`config.mk`:
```
export PLATFORM = sky130hd
export DESIGN_NAME = decoder_nto2n_seq_flat
export DESIGN_NICKNAME = d
export VERILOG_FILES = /design/src/rtl/decoder_nto2n_seq_if.sv /design/src/rtl/decoder_nto2n_seq.sv /design/src/flat_wrapper.sv
export SDC_FILE = /design/constraint.sdc
export NUM_CORES = 1
export LEC_CHECK = 0
export ABC_AREA = 0
export CAP_MARGIN = 20
export CORE_AREA = 2 2 53 55
export CTS_CLUSTER_DIAMETER = 100
export DETAILED_ROUTE_END_ITERATION = 8
export DIE_AREA = 0 0 55 57
export MAX_ROUTING_LAYER = met4
export PLACE_DENSITY = 0.88
export SETUP_SLACK_MARGIN = 0.4
export SLEW_MARGIN = 20
export SYNTH_ARGS = -nofsm -noshare
export SYNTH_HDL_FRONTEND = slang
export SYNTH_SLANG_ARGS = --single-unit
```
`constraint.sdc`:
```
create_clock -name clk -period 2.3 [get_ports clk]
set_input_delay 0.345 -clock clk [delete_from_list [all_inputs] [get_ports clk]]
set_output_delay 0.345 -clock clk [all_outputs]
set_load 0.005 [all_outputs]
```
`src/rtl/decoder_nto2n_seq_if.sv`:
```
// Control and decoded-output bundle for decoder_nto2n_seq.
// The master drives the controls; the decoder (slave) drives the one-hot result.
interface decoder_nto2n_seq_if #(
    parameter int N       = 3,
    parameter int DWELL_W = 8
);
    logic                 en;
    logic                 mode;
    logic [N-1:0]         sel;
    logic                 start;
    logic [DWELL_W-1:0]   dwell;
    logic [(1<<N)-1:0]    D;
    logic [N-1:0]         idx;
    logic                 valid;
    logic                 wrap;

    modport master (
        output en, mode, sel, start, dwell,
        input  D, idx, valid, wrap
    );

    modport slave (
        input  en, mode, sel, start, dwell,
        output D, idx, valid, wrap
    );
endinterface

```
`src/rtl/decoder_nto2n_seq.sv`:
```
// Registered N-to-2^N one-hot decoder with a direct mode and an autonomous
// scan mode that walks the active line through every output with a dwell time.
module decoder_nto2n_seq #(
    parameter int N          = 3,
    parameter int DWELL_W    = 8,
    parameter bit ACTIVE_LOW = 1'b0
) (
    input  logic                clk,
    input  logic                rst_n,
    decoder_nto2n_seq_if.slave  bus
);
    localparam int          W       = 1 << N;
    localparam logic [N-1:0] IDX_MAX = {N{1'b1}};

    typedef enum logic [1:0] {
        IDLE   = 2'd0,
        DIRECT = 2'd1,
        SCAN   = 2'd2
    } state_t;

    // Polarity is applied here so D comes straight from a flop.
    function automatic logic [W-1:0] line_pattern(input logic [N-1:0] i, input logic v);
        logic [W-1:0] oh;
        if (v) begin
            oh = {{(W-1){1'b0}}, 1'b1} << i;
        end else begin
            oh = {W{1'b0}};
        end
        return ACTIVE_LOW ? ~oh : oh;
    endfunction

    state_t               state_q, state_d;
    logic [W-1:0]         d_q, d_d;
    logic [N-1:0]         idx_q, idx_d;
    logic                 valid_q, valid_d;
    logic                 wrap_q, wrap_d;
    logic [DWELL_W-1:0]   cnt_q, cnt_d;

    // Next-state and next-output evaluation in priority order.
    always_comb begin
        state_d = state_q;
        idx_d   = idx_q;
        valid_d = valid_q;
        wrap_d  = 1'b0;
        cnt_d   = cnt_q;
        if (!bus.en) begin
            state_d = IDLE;
            valid_d = 1'b0;
        end else if (!bus.mode) begin
            state_d = DIRECT;
            idx_d   = bus.sel;
            valid_d = 1'b1;
        end else if (state_q != SCAN) begin
            if (bus.start) begin
                state_d = SCAN;
                idx_d   = {N{1'b0}};
                valid_d = 1'b1;
                cnt_d   = bus.dwell;
            end else begin
                state_d = IDLE;
                valid_d = 1'b0;
            end
        end else begin
            valid_d = 1'b1;
            if (cnt_q != {DWELL_W{1'b0}}) begin
                cnt_d = cnt_q - {{(DWELL_W-1){1'b0}}, 1'b1};
            end else if (idx_q != IDX_MAX) begin
                idx_d = idx_q + {{(N-1){1'b0}}, 1'b1};
                cnt_d = bus.dwell;
            end else begin
                idx_d  = {N{1'b0}};
                cnt_d  = bus.dwell;
                wrap_d = 1'b1;
            end
        end
        d_d = line_pattern(idx_d, valid_d);
    end

    // State and output registers.
    always_ff @(posedge clk or negedge rst_n) begin
        if (!rst_n) begin
            state_q <= IDLE;
            d_q     <= line_pattern({N{1'b0}}, 1'b0);
            idx_q   <= {N{1'b0}};
            valid_q <= 1'b0;
            wrap_q  <= 1'b0;
            cnt_q   <= {DWELL_W{1'b0}};
        end else begin
            state_q <= state_d;
            d_q     <= d_d;
            idx_q   <= idx_d;
            valid_q <= valid_d;
            wrap_q  <= wrap_d;
            cnt_q   <= cnt_d;
        end
    end

    assign bus.D     = d_q;
    assign bus.idx   = idx_q;
    assign bus.valid = valid_q;
    assign bus.wrap  = wrap_q;
endmodule
```
`src/flat_wrapper.sv`:
```
// flat-port wrapper written by rule: the top's interface ports become plain ports
module decoder_nto2n_seq_flat 
#(
    parameter int N          = 3,
    parameter int DWELL_W    = 8,
    parameter bit ACTIVE_LOW = 1'b0
)
  (clk, rst_n, bus_en, bus_mode, bus_sel, bus_start, bus_dwell, bus_D, bus_idx, bus_valid, bus_wrap);
  decoder_nto2n_seq_if #(.N(N), .DWELL_W(DWELL_W)) bus_i ();
  input  logic clk;
  input  logic rst_n;
  input wire logic [$bits(bus_i.en)-1:0] bus_en;
  input wire logic [$bits(bus_i.mode)-1:0] bus_mode;
  input wire logic [$bits(bus_i.sel)-1:0] bus_sel;
  input wire logic [$bits(bus_i.start)-1:0] bus_start;
  input wire logic [$bits(bus_i.dwell)-1:0] bus_dwell;
  output wire logic [$bits(bus_i.D)-1:0] bus_D;
  output wire logic [$bits(bus_i.idx)-1:0] bus_idx;
  output wire logic [$bits(bus_i.valid)-1:0] bus_valid;
  output wire logic [$bits(bus_i.wrap)-1:0] bus_wrap;
  assign bus_i.en = bus_en;
  assign bus_i.mode = bus_mode;
  assign bus_i.sel = bus_sel;
  assign bus_i.start = bus_start;
  assign bus_i.dwell = bus_dwell;
  assign bus_D = bus_i.D;
  assign bus_idx = bus_i.idx;
  assign bus_valid = bus_i.valid;
  assign bus_wrap = bus_i.wrap;
  decoder_nto2n_seq #(.N(N), .DWELL_W(DWELL_W), .ACTIVE_LOW(ACTIVE_LOW)) u_core (.clk(clk), .rst_n(rst_n), .bus(bus_i));
endmodule
```
* Word level (Yosys, flattened, before mapping)
Cells that the tools add are included.
** Storage, ports and cells
- Flip-flop bits (word level) :: 23
- Bits of input ports :: 16
- Output and inout port bits :: 13
- Word-level logic and storage cells :: 38
** Operators by class
- Add/sub/neg operators :: 2
- Eq/ne operators :: 4
- Shift operators :: 1
- Multiplexer cells :: 23
- Reductions and logical operators :: 2
** Operators with widths (count)
- 8-bit 2-to-1 mux :: 4
- 3-bit 2-to-1 mux :: 6
- 1-bit 2-to-1 mux :: 9
- 2-bit 2-to-1 mux :: 4
- 8-bit nonzero test :: 1
- 1-bit by 3-bit << shifter with 8-bit output (first input constant) :: 1
- 8-bit by 1-bit subtractor with 8-bit output (second input constant) :: 1
- 2-bit inequality test (second input constant) :: 2
- 3-bit by 1-bit adder with 3-bit output (second input constant) :: 1
- 3-bit by 2-bit inequality test with 1-bit output (second input constant) :: 1
- 3-bit inequality test (second input constant) :: 1
- 3-bit AND reduction :: 1

* Logic depth before layout (Yosys ltp)
- Word-level depth :: 8
- Gate-level depth with buffers :: 8
- Mapped depth without buffers :: 8

* Least setup slack after synthesis
No wires, ideal clock.
- Path type :: reg-to-reg
- Start point :: register u_core.cnt_q[0]
- End point :: register u_core.d_q[5], in the netlist u_core.bus.D[5]
- Library setup time :: 87 ps
- Arrival :: 1674 ps
- Data required time :: 2213 ps
- Setup slack :: 539 ps
- Stages on the path, launching flop included :: 8
- Clock period less this slack :: 1761 ps
- Cell sequence :: dfrtp_1 inv_1 ha_1 nor4b_4 nand3_1 mux2i_1 a221o_1 nor3_1
** On the way
- Longest elaborated chain between the ends :: 7
** RTL lines
- from (decl) :: line decoder_nto2n_seq.sv:37 : logic [DWELL_W-1:0] cnt_q, cnt_d;
- from (signal assigned) :: line decoder_nto2n_seq.sv:87 : cnt_q <= {DWELL_W{1'b0}};
- from (signal assigned) :: line decoder_nto2n_seq.sv:94 : cnt_q <= cnt_d;
- 8-bit nonzero test :: line decoder_nto2n_seq.sv:65 : if (cnt_q != {DWELL_W{1'b0}}) begin
- 3-bit 2-to-1 mux :: line decoder_nto2n_seq.sv:65
- 3-bit 2-to-1 mux :: line decoder_nto2n_seq.sv:53 : end else if (state_q != SCAN) begin
- 3-bit 2-to-1 mux :: line decoder_nto2n_seq.sv:49 : end else if (!bus.mode) begin
- 3-bit 2-to-1 mux :: line decoder_nto2n_seq.sv:46 : if (!bus.en) begin
- 1-bit by 3-bit << shifter with 8-bit output :: line decoder_nto2n_seq.sv:25 : oh = {{(W-1){1'b0}}, 1'b1} << i;
- 8-bit 2-to-1 mux :: line decoder_nto2n_seq.sv:24 : if (v) begin
- net u_core.d_d[5] :: line decoder_nto2n_seq.sv:33 : logic [W-1:0] d_q, d_d;
- to (signal assigned) :: line decoder_nto2n_seq.sv:83 : d_q <= line_pattern({N{1'b0}}, 1'b0);
- to (decl) :: line decoder_nto2n_seq.sv:33
The timed path passes the listed nets, and every way through them passes these cells.
A chain may end at the register's enable or synchronous reset.

* Final worst setup path
- Start point :: register u_core.cnt_q[1]
- End point :: register u_core.d_q[5], in the netlist u_core.bus.D[5]
The elaborated chain is that of the path after synthesis.

==> results_dict.tcl <==
set metrics [dict create \
    die_w_um 55 \
    hold_buffers 0 \
    hold_viol 0 \
    cp-end-kind "flop" \
    clk_latency_ns 0.31 \
    dieArea_um2 3135 \
    ir_worst_vdd_mv 0.3636 \
    synth_top_family_by_area "compound AO/OA/AOI/OAI gates" \
    port_buffers 28 \
    final_cell_mix "clkdlybuf4s50_1, dfrtp_1, nor2_1, buf_4" \
    clockBufferDepth 2 \
    routed_wl_mm 2.763 \
    synth-warning-count 0 \
    grt-ovfl-total 0 \
    fmax_ghz 0.5235 \
    cpPeakStageDelay_ns 0.42 \
    core_um2 2615 \
    utilization_pct 61.63 \
    final.setup.tns_ns 0 \
    grt_pass1_vias 1053 \
    status "completed" \
    row_count 19 \
    antenna_found_initial 0 \
    num_vias 1049 \
    netlist_area_um2 1186 \
    timing.slew.headroom_pct 69.01 \
    path_class "flop to flop" \
    die_h_um 57 \
    synthMuxAreaShare_pct 0.8439 \
    drive_gt1_share_pct 18.83 \
    area_growth_pct 35.87 \
    post_drt_wl_per_cell_um 14.94 \
    maxCapViolations 0 \
    synthCells 117 \
    yosysSeqAreaShare_pct 48.52 \
    drc 0 \
    ys_ff_latch 23 \
    crit_required_ns 2.53 \
    io_pins 29 \
    maxSlewViolCount 0 \
    grt_usage_pct 20.19 \
    tightest_slew_ns 0.4648 \
    cp_max_fo 5 \
    synth_cell_types 39 \
    hp-class "primary input to async pin" \
    hpwl_mm 2.061 \
    antenna_left 0 \
    gp_congestion 0.8763 \
    numCtsBuffers 3 \
    p_leak_uw 0.0006793 \
    cellPowerDensity_nw_per_um2 609.1 \
    min_period_ns 1.910 \
    drt_iter0_drc 21 \
    slowest_stage "dfrtp_1" \
    cts_tree "done" \
    yosys.area_share.simple_pct 19.94 \
    start_kind "flop" \
    arrival_ns 2.14 \
    synth_compound_area_share_pct 22.05 \
    viasPerCell 5.670 \
    cts_root_buffer "clkbuf_4" \
    rsz0062_at_grt "yes" \
    path_cells "inv_2 > ha_1 > nor4b_4 > nand3_1 > mux2i_1 > a221o_1 > nor3_1" \
    final_common_cell "clkdlybuf4s50_1" \
    synthAdderAreaFrac_pct 4.219 \
    ff2ff_path_depth 7 \
    nets 175 \
    start_util_pct 45.36 \
    syn_avg_cell_area_um2 10.14 \
    cts_sinks 23 \
    setup_viol 0 \
    dp_slack_ns 0.2506 \
    fin_crit_sh_pct 83.06 \
    synth_xor_xnor_area_share_pct 0 \
    n_antenna_cell 0 \
    syn_nets 137 \
    dr.pass1.iters 4 \
    worst_slack_ns 0.3897 \
    h-tree-depth 1 \
    grt_max_degree 24 \
    fin_skew_ns 0.01427 \
    clk_transition_reported_paths_ns 0.13 \
    grt_pass1_wl_mm 4.595 \
]
kinds of logic (layout without fill, tap and decap cells):
group           count (synthesis)  in the layout
simple gates                   40             40
fa+ha+maj                       4              4
buf+inv                        12             49
flops                          23             23
mux                             1              1
compound gates                 37             37
repair_timing:
action / CTS / global route
pin swaps: 1 / 1
setup buffers: 2 / 5
gates resized for setup: 2 / 6
setup endpoints to repair: 7 / 15
per-stage QoR:
stage,instances,total power [µW],cell area [µm²],hold WS [ns]
5_1_grt,185,1039,1612,0.3834
6_report,185,981.6,1612,0.3636
3_5_place_dp,174,752.7,1503,0.5465
3_3_place_gp,174,743.0,1503,0.5353
2_1_floorplan,117,641.0,1186,0.04941
4_1_cts,180,940.9,1549,0.3752
metal layers:
metal / track usage (%) / wire length, µm
met2: 30.78 / 1437
met5: - / 0
met4: 6.969 / 59
met3: 2.618 / 59
met1: 27.60 / 1206
path summary, 6_finish.rpt:
path,startpoint,end,slack (ns)
setup / recovery,u_core.cnt_q[1]$_DFFE_PN0P_,u_core.bus.D[5]$_DFF_PN0_,0.39
min in group clk,u_core.cnt_q[6]$_DFFE_PN0P_,u_core.cnt_q[6]$_DFFE_PN0P_,0.58
max in group asynchronous,rst_n,u_core.cnt_q[2]$_DFFE_PN0P_,1.70
hold reg to reg,u_core.cnt_q[6]$_DFFE_PN0P_,u_core.cnt_q[6]$_DFFE_PN0P_,0.58
setup reg to reg,u_core.cnt_q[1]$_DFFE_PN0P_,u_core.bus.D[5]$_DFF_PN0_,0.39
hold / removal,rst_n,u_core.bus.D[6]$_DFF_PN0_,0.36
cell usage after synthesis (all sizes together):
cell type,number,area (µm²)
nand3,3,15.01
a21oi,7,35.03
o21a,1,8.760
nor3b,1,7.510
and4,1,10.01
nand2b,2,12.51
a41oi,1,8.760
clkbuf,2,7.510
mux2i,1,10.01
o21ai,11,55.05
a21o,1,8.760
o2111ai,1,8.760
nor2b,1,6.260
a221o,1,10.01
nor4,1,6.260
and2,2,16.27
a21boi,2,15.01
inv,8,35.03
a211oi,1,7.510
nand3b,1,7.510
o221ai,1,15.01
o311ai,1,8.760
o2bb2ai,3,26.28
o22ai,2,12.51
a22oi,2,15.01
nor3,11,66.32
buf,2,10.01
a31o,1,17.52
ha,4,50.05
a32oi,1,8.760
nand4,2,12.51
nor4b,1,23.77
dfrtp,23,575.6
nand2,5,18.77
nor2,9,33.78
area by class of cell:
type / count / area, µm²
inverters: 8 / 35.03
repair buffers: 37 / 347.8
fillers: 207 / 1003
flip-flops and latches: 23 / 575.6
clock buffers: 4 / 26.28
well taps: 31 / 38.79
multi-input cells: 82 / 588.1
registers in the layout (all words and copies together), names as in the netlist:
name              cells
u_core.bus.valid      1
u_core.bus.D          8
u_core.state_q        2
u_core.bus.idx        3
u_core.cnt_q          8
u_core.bus.wrap       1
worst max-delay path: cells and delay by family (launching register included):
| family | cells | cell delay (ns) |
|---|---|---|
| mux | 1 | 0.19 |
| flops | 1 | 0.42 |
| fa+ha+maj | 1 | 0.15 |
| simple gates | 3 | 0.59 |
| compound gates | 1 | 0.42 |
| buf+inv | 1 | 0.09 |
power by group:
group | leakage [µW] | switching (µW) | total [µW] | internal (µW)
clock network | 0.0000150 | 117 | 184 | 67.5
registers | 0.000295 | 52.4 | 500 | 448
logic | 0.000370 | 144 | 298 | 153
total | 0.000679 | 313 | 982 | 668
Note: power is estimated with default switching activity, not from simulation.
